**src/rtl/mem_arb_pkg.sv**
```systemverilog
// Shared definitions for the instruction-fetch / data-memory arbiter:
// FSM state encoding and default tuning parameters.
package mem_arb_pkg;

    typedef enum logic [1:0] {
        ST_IDLE    = 2'd0,
        ST_IF_BUSY = 2'd1,
        ST_DM_BUSY = 2'd2
    } arb_state_e;

    localparam int unsigned STARVE_MAX_DEF = 4;
    localparam int unsigned TIMEOUT_DEF    = 64;

endpackage

```
**src/rtl/mem_arb_timer.sv**
```systemverilog
// Busy-cycle watchdog: counts enabled cycles since the last clear and flags
// the TIMEOUT-th one, so the arbiter can abandon a memory that never answers.
module mem_arb_timer #(
    parameter int unsigned TIMEOUT = mem_arb_pkg::TIMEOUT_DEF
) (
    input  logic clk_i,
    input  logic rst_i,
    input  logic clear_i,
    input  logic enable_i,
    output logic expired_o
);
    import mem_arb_pkg::*;

    localparam int unsigned CW = $clog2(TIMEOUT + 1);

    logic [CW-1:0] cnt_q, cnt_d;

    // The count is the number of busy cycles already completed, so it reads
    // TIMEOUT-1 during the TIMEOUT-th busy cycle.
    assign expired_o = (cnt_q == CW'(TIMEOUT - 1));

    always_comb begin
        cnt_d = cnt_q;
        if (clear_i) begin
            cnt_d = '0;
        end else if (enable_i && !expired_o) begin
            cnt_d = cnt_q + 1'b1;
        end
    end

    always_ff @(posedge clk_i) begin
        if (rst_i) begin
            cnt_q <= '0;
        end else begin
            cnt_q <= cnt_d;
        end
    end

endmodule

```
**src/rtl/mem_arbiter.sv**
```systemverilog
// Arbitrates a fetch port and a data port onto one single-port memory,
// with anti-starvation for fetch and a timeout for unresponsive accesses.
module mem_arbiter #(
    parameter int unsigned STARVE_MAX = mem_arb_pkg::STARVE_MAX_DEF,
    parameter int unsigned TIMEOUT    = mem_arb_pkg::TIMEOUT_DEF
) (
    input  logic        clk_i,
    input  logic        rst_i,
    input  logic        if_req_i,
    input  logic [31:0] if_addr_i,
    output logic        if_ack_o,
    output logic [31:0] if_rdata_o,
    output logic        if_stall_o,
    input  logic        dm_req_i,
    input  logic        dm_we_i,
    input  logic [31:0] dm_addr_i,
    input  logic [31:0] dm_wdata_i,
    output logic        dm_ack_o,
    output logic [31:0] dm_rdata_o,
    output logic        dm_stall_o,
    output logic        err_o,
    output logic        mem_en_o,
    output logic        mem_we_o,
    output logic [31:0] mem_addr_o,
    output logic [31:0] mem_wdata_o,
    input  logic [31:0] mem_rdata_i,
    input  logic        mem_ready_i
);
    import mem_arb_pkg::*;

    localparam int unsigned SW = $clog2(STARVE_MAX + 1);

    arb_state_e    state_q, state_d;
    logic [SW-1:0] starve_q, starve_d;
    logic          we_q, we_d;
    logic [31:0]   addr_q, addr_d;
    logic [31:0]   wdata_q, wdata_d;
    logic          if_ack_q, if_ack_d;
    logic          dm_ack_q, dm_ack_d;
    logic          err_q, err_d;
    logic [31:0]   if_rdata_q, if_rdata_d;
    logic [31:0]   dm_rdata_q, dm_rdata_d;

    logic starve_at_max;
    logic busy;
    logic timer_expired;

    assign starve_at_max = (starve_q == SW'(STARVE_MAX));
    assign busy          = (state_q != ST_IDLE);

    mem_arb_timer #(
        .TIMEOUT (TIMEOUT)
    ) u_timer (
        .clk_i     (clk_i),
        .rst_i     (rst_i),
        .clear_i   (!busy),
        .enable_i  (busy),
        .expired_o (timer_expired)
    );

    // Priority is chosen from the raw requests; a winner sitting in its own
    // ack cycle is not granted, and nobody else is either, which keeps
    // back-to-back data requests ahead of a fetch until the starve limit.
    always_comb begin
        state_d    = state_q;
        starve_d   = starve_q;
        we_d       = we_q;
        addr_d     = addr_q;
        wdata_d    = wdata_q;
        if_ack_d   = 1'b0;
        dm_ack_d   = 1'b0;
        err_d      = 1'b0;
        if_rdata_d = if_rdata_q;
        dm_rdata_d = dm_rdata_q;

        case (state_q)
            ST_IDLE: begin
                if (if_req_i && (starve_at_max || !dm_req_i)) begin
                    if (!if_ack_q) begin
                        state_d  = ST_IF_BUSY;
                        addr_d   = if_addr_i;
                        we_d     = 1'b0;
                        starve_d = '0;
                    end
                end else if (dm_req_i) begin
                    if (!dm_ack_q) begin
                        state_d = ST_DM_BUSY;
                        addr_d  = dm_addr_i;
                        we_d    = dm_we_i;
                        wdata_d = dm_wdata_i;
                        if (if_req_i && !starve_at_max) begin
                            starve_d = starve_q + 1'b1;
                        end
                    end
                end
            end

            ST_IF_BUSY: begin
                if (mem_ready_i) begin
                    state_d    = ST_IDLE;
                    if_ack_d   = 1'b1;
                    if_rdata_d = mem_rdata_i;
                end else if (timer_expired) begin
                    state_d  = ST_IDLE;
                    if_ack_d = 1'b1;
                    err_d    = 1'b1;
                end
            end

            ST_DM_BUSY: begin
                if (mem_ready_i) begin
                    state_d  = ST_IDLE;
                    dm_ack_d = 1'b1;
                    if (!we_q) begin
                        dm_rdata_d = mem_rdata_i;
                    end
                end else if (timer_expired) begin
                    state_d  = ST_IDLE;
                    dm_ack_d = 1'b1;
                    err_d    = 1'b1;
                end
            end

            default: begin
                state_d = ST_IDLE;
            end
        endcase
    end

    always_ff @(posedge clk_i) begin
        if (rst_i) begin
            state_q    <= ST_IDLE;
            starve_q   <= '0;
            we_q       <= 1'b0;
            addr_q     <= 32'h0;
            wdata_q    <= 32'h0;
            if_ack_q   <= 1'b0;
            dm_ack_q   <= 1'b0;
            err_q      <= 1'b0;
            if_rdata_q <= 32'h0;
            dm_rdata_q <= 32'h0;
        end else begin
            state_q    <= state_d;
            starve_q   <= starve_d;
            we_q       <= we_d;
            addr_q     <= addr_d;
            wdata_q    <= wdata_d;
            if_ack_q   <= if_ack_d;
            dm_ack_q   <= dm_ack_d;
            err_q      <= err_d;
            if_rdata_q <= if_rdata_d;
            dm_rdata_q <= dm_rdata_d;
        end
    end

    assign mem_en_o    = busy;
    assign mem_we_o    = (state_q == ST_DM_BUSY) && we_q;
    assign mem_addr_o  = addr_q;
    assign mem_wdata_o = wdata_q;

    assign if_ack_o   = if_ack_q;
    assign dm_ack_o   = dm_ack_q;
    assign err_o      = err_q;
    assign if_rdata_o = if_rdata_q;
    assign dm_rdata_o = dm_rdata_q;
    assign if_stall_o = if_req_i && !if_ack_q;
    assign dm_stall_o = dm_req_i && !dm_ack_q;

endmodule
```
**config.mk**
```make
export PLATFORM = sky130hd
export DESIGN_NAME = mem_arbiter
export DESIGN_NICKNAME = d
export VERILOG_FILES = /design/src/rtl/mem_arb_pkg.sv /design/src/rtl/mem_arb_timer.sv /design/src/rtl/mem_arbiter.sv
export SDC_FILE = /design/constraint.sdc
export NUM_CORES = 1
export LEC_CHECK = 0
export ABC_CLOCK_PERIOD_IN_PS = 2000
export CORE_AREA = 2 2 182 113
export CTS_BUF_LIST = sky130_fd_sc_hd__clkbuf_4
export CTS_CLUSTER_SIZE = 28
export DETAILED_ROUTE_END_ITERATION = 8
export DIE_AREA = 0 0 184 115
export GPL_TIMING_DRIVEN = 1
export MAX_ROUTING_LAYER = met4
export PLACE_DENSITY = 0.64
export SLEW_MARGIN = 10
export SYNTH_ARGS = -nofsm -noshare
export SYNTH_HDL_FRONTEND = slang
export SYNTH_SLANG_ARGS = --single-unit
```
**constraint.sdc**
```tcl
create_clock -name clk_i -period 2 [get_ports clk_i]
set_input_delay 0.2 -clock clk_i [delete_from_list [all_inputs] [get_ports clk_i]]
set_output_delay 0.2 -clock clk_i [all_outputs]
set_load 0.005 [all_outputs]
```
==> results by group <==
Floorplanning
  – CORE AREA: 0.01952 mm2
  – Area enclosed by the die boundary: approximately 0.021 mm2
  – Die outline width: 184 um
  – Effective utilization at floorplan: 29.40%
  – Ports placed on the boundary: around 270
  – Std-Cell Rows: 40
  – Chip height: 115 um

Synth
  – Async set or reset register ratio after synthesis: 0%
  – Mean post-synth cell area: between 8 and 9 um2
  – Post-synthesis instance total: 695
  – Cell Area, Synth: about 0.0057 mm2
  – Sequential area share after synthesis: about half
  – Post-synthesis register bit count: around 140
  – Number of nets produced by synthesis: around 840
  – Number of enable-type register cells in the synthesized netlist: 0
  – Dominant register cell in the synthesized netlist: sky130_fd_sc_hd__dfxtp_1
  – Unique masters post-synth: between 40 and 50
  – YS warnings: 0

Cells and area
  – Commonest cells after routing, fill and taps aside: 264 x sky130_fd_sc_hd__nand2_1, 264 x sky130_fd_sc_hd__clkdlybuf4s50_1, 141 x sky130_fd_sc_hd__dfxtp_1
  – Multi-input combinational cell area: 0.002592 mm2
  – Final nets: between 1000 and 1500
  – Fill cells: slightly below 2000
  – Area taken by flip-flops and latches: between 0.002 and 0.003 mm2
  – Syn-to-layout area delta: 58.93%
  – Post-route core utilization: between 40% and 50%
  – Share of post-route cells with drive strength above 1: 9.667%

STA
  – Setup repair after global routing missed its margin: no
  – Final worst path period need: around 1.8 ns
  – Tightest Pin Transition: around 0.74 ns
  – Final count of pins violating max slew: 0
  – Final setup vio count: 0
  – Maximum clock skew at final layout: 0.01931 ns
  – Upper clock frequency limit: between 0.5 and 0.6 GHz
  – Sum of negative setup slack: 0 ns
  – Crit share post-route: around 92%
  – Normalized max-slew margin: between 50% and 60%
  – Hold violation count in the final report: 0

Route
  – Via total after detailed routing: between 5000 and 6000
  – Total iterations of the first detailed-routing run: 4
  – Drt initial violations: approximately 230
  – Per-cell routed wire length: about 15 um
  – DRC violations left: 0
  – Routed vias/inst: 4.594
  – Final WL: roughly 18000 um
  – Residual antenna-violating net count after detailed routing: 0

Global routing
  – Largest net degree at the start of global routing: between 60 and 70
  – Global-route wire length before repair: about 27000 um
  – Total global-route track usage: 17.15%
  – Via count of the first global-routing pass: 5170
  – Initial antenna violation count: 1
  – Total global routing overflow: 0

Run
  – Number of max-cap violations: 0

Power and ir drop
  – Power density normalized to cell area: about 770 mW/mm2
  – Maximum vdd drop: between 0.4 and 0.5 mV
  – Standby leakage power: between 3 and 4 nW

Critical path
  – WP data arrival: 1.64 ns
  – Critical Path End Type: primary output
  – Crit Path Max Fanout: 4
  – Critical path start-end classification: flop to primary output
  – Kind of launch point of the worst setup path: flop
  – WP data required: 1.80 ns

Worst hold path
  – Path type of the worst min-delay path: input port to flop

CTS
  – Clock Path Buffers: 2
  – TritonCTS clock tree: done
  – TritonCTS Buffers: 17
  – Clock latency of the later-clocked register in the worst-skew pair: ~0.57 ns
  – Root Buffer: sky130_fd_sc_hd__clkbuf_4
  – CTS sink cnt: ~140
  – Count of H-tree levels built during CTS: 4
  – Clock transition time at the flip-flop clock pins of the worst setup and hold paths: between 0.1 and 0.15 ns

Place
  – Count of port buffers added during placement: 268
  – Gpl congestion: ~0.77
  – Half-perimeter wire length of the detailed placement result: approximately 13000 um

Outcome
  – Outcome: complete, no violations
==> cell usage after synthesis (5+ instances only) <==
cell                       number  area [um2]
sky130_fd_sc_hd__dfxtp_1      144        2883
sky130_fd_sc_hd__nand2_1      264       991.0
sky130_fd_sc_hd__nor2_1        43       161.4
sky130_fd_sc_hd__clkbuf_1      30       112.6
sky130_fd_sc_hd__buf_2         10       50.05
sky130_fd_sc_hd__buf_4          6       45.04
sky130_fd_sc_hd__xor2_1         5       43.79
sky130_fd_sc_hd__a311oi_2      30       450.4
sky130_fd_sc_hd__a21oi_1       97       485.5
sky130_fd_sc_hd__ha_1           6       75.07
sky130_fd_sc_hd__inv_1          6       22.52
==> what timing repair did <==
action,CTS,global route
setup buffers,1,0
endpoints found under the hold margin,3,0
setup endpoints to repair,3,2
hold buffers,1,0
resized for setup,7,4
==> cell type report <==
cell class                 instances  area share [%]
antenna                            1         0.02743
clock buffer                      19           1.564
clock inverter                    13           2.373
inverter                           6          0.2743
multi-input combinational        491           28.42
sequential                       144           31.65
tap                              252           3.457
timing repair buffer             289           32.24
==> critical path, cell delays in order, from the launching register on <==
cell	delay (ns)
sky130_fd_sc_hd__dfxtp_1	0.38
sky130_fd_sc_hd__nor2b_1	0.16
sky130_fd_sc_hd__clkdlybuf4s50_1	0.54
==> per-stage QoR <==
step           hold WS [ns]  power, mW  worst slack, ns  std cells  instance area [um2]
2_1_floorplan        0.3360      3.921           0.2999        695                 5739
3_3_place_gp         0.4408      4.772          0.08463       1180                 8723
3_5_place_dp         0.4464      4.786          0.06927       1180                 8723
4_1_cts              0.1004      7.146         0.001153       1214                 9114
5_1_grt              0.1094      7.399          0.02498       1215                 9121
6_report             0.1642      7.043           0.1580       1215                 9121
==> state kept, by name, indices dropped and copies added, names as in the netlist <==
name and count:
if_rdata_o 32, starve_q 3, we_q 1, mem_wdata_o 32, u_timer.cnt_q 7, dm_ack_o 1, mem_addr_o 32, dm_rdata_o 32
if_ack_o 1, err_o 1, state_q 2
==> logic make-up after synthesis <==
logic type | after synthesis | synth area share [%]
AOI/OAI and AO/OA | 144 | 18.77
xor gates and xnor gates | 5 | 0.7630
adders and majority gates | 6 | 1.308
buffers and inverters | 60 | 5.058
DFF | 144 | 50.23
muxes | 5 | 0.8938
and+or+nand+nor | 331 | 22.98
==> where the power goes <==
group / internal [mW] / switching (mW) / total (mW)
clock: 1.25 / 1.07 / 2.32
sequential: 3.08 / 0.110 / 3.19
combinational: 0.866 / 0.671 / 1.54
total: 5.20 / 1.85 / 7.04
==> layer usage <==
| layer | global-route usage, % | vias to the layer above | routed length (um) |
|---|---|---|---|
| li1 | - | 2815 | - |
| met1 | 22.17 | 2597 | 8820 |
| met2 | 25.01 | 154 | 7564 |
| met3 | 5.987 | 16 | 1236 |
| met4 | 5.493 | 0 | 225 |
| met5 | - | - | 0 |
==> worst paths after layout <==
path | from | end | slack, ns | cells after the start
max | if_ack_o$_SDFF_PP0_ | if_stall_o | 0.16 | 2
min reg2reg | dm_rdata_o[10]$_SDFFE_PP0P_ | dm_rdata_o[10]$_SDFFE_PP0P_ | 0.46 | 2
max reg2reg | starve_q[1]$_SDFFE_PP0P_ | mem_addr_o[4]$_SDFFE_PP0P_ | 0.20 | 7
min | dm_wdata_i[0] | mem_wdata_o[0]$_SDFFE_PP0P_ | 0.16 | 3
Note: power is estimated with default switching activity, not from simulation.
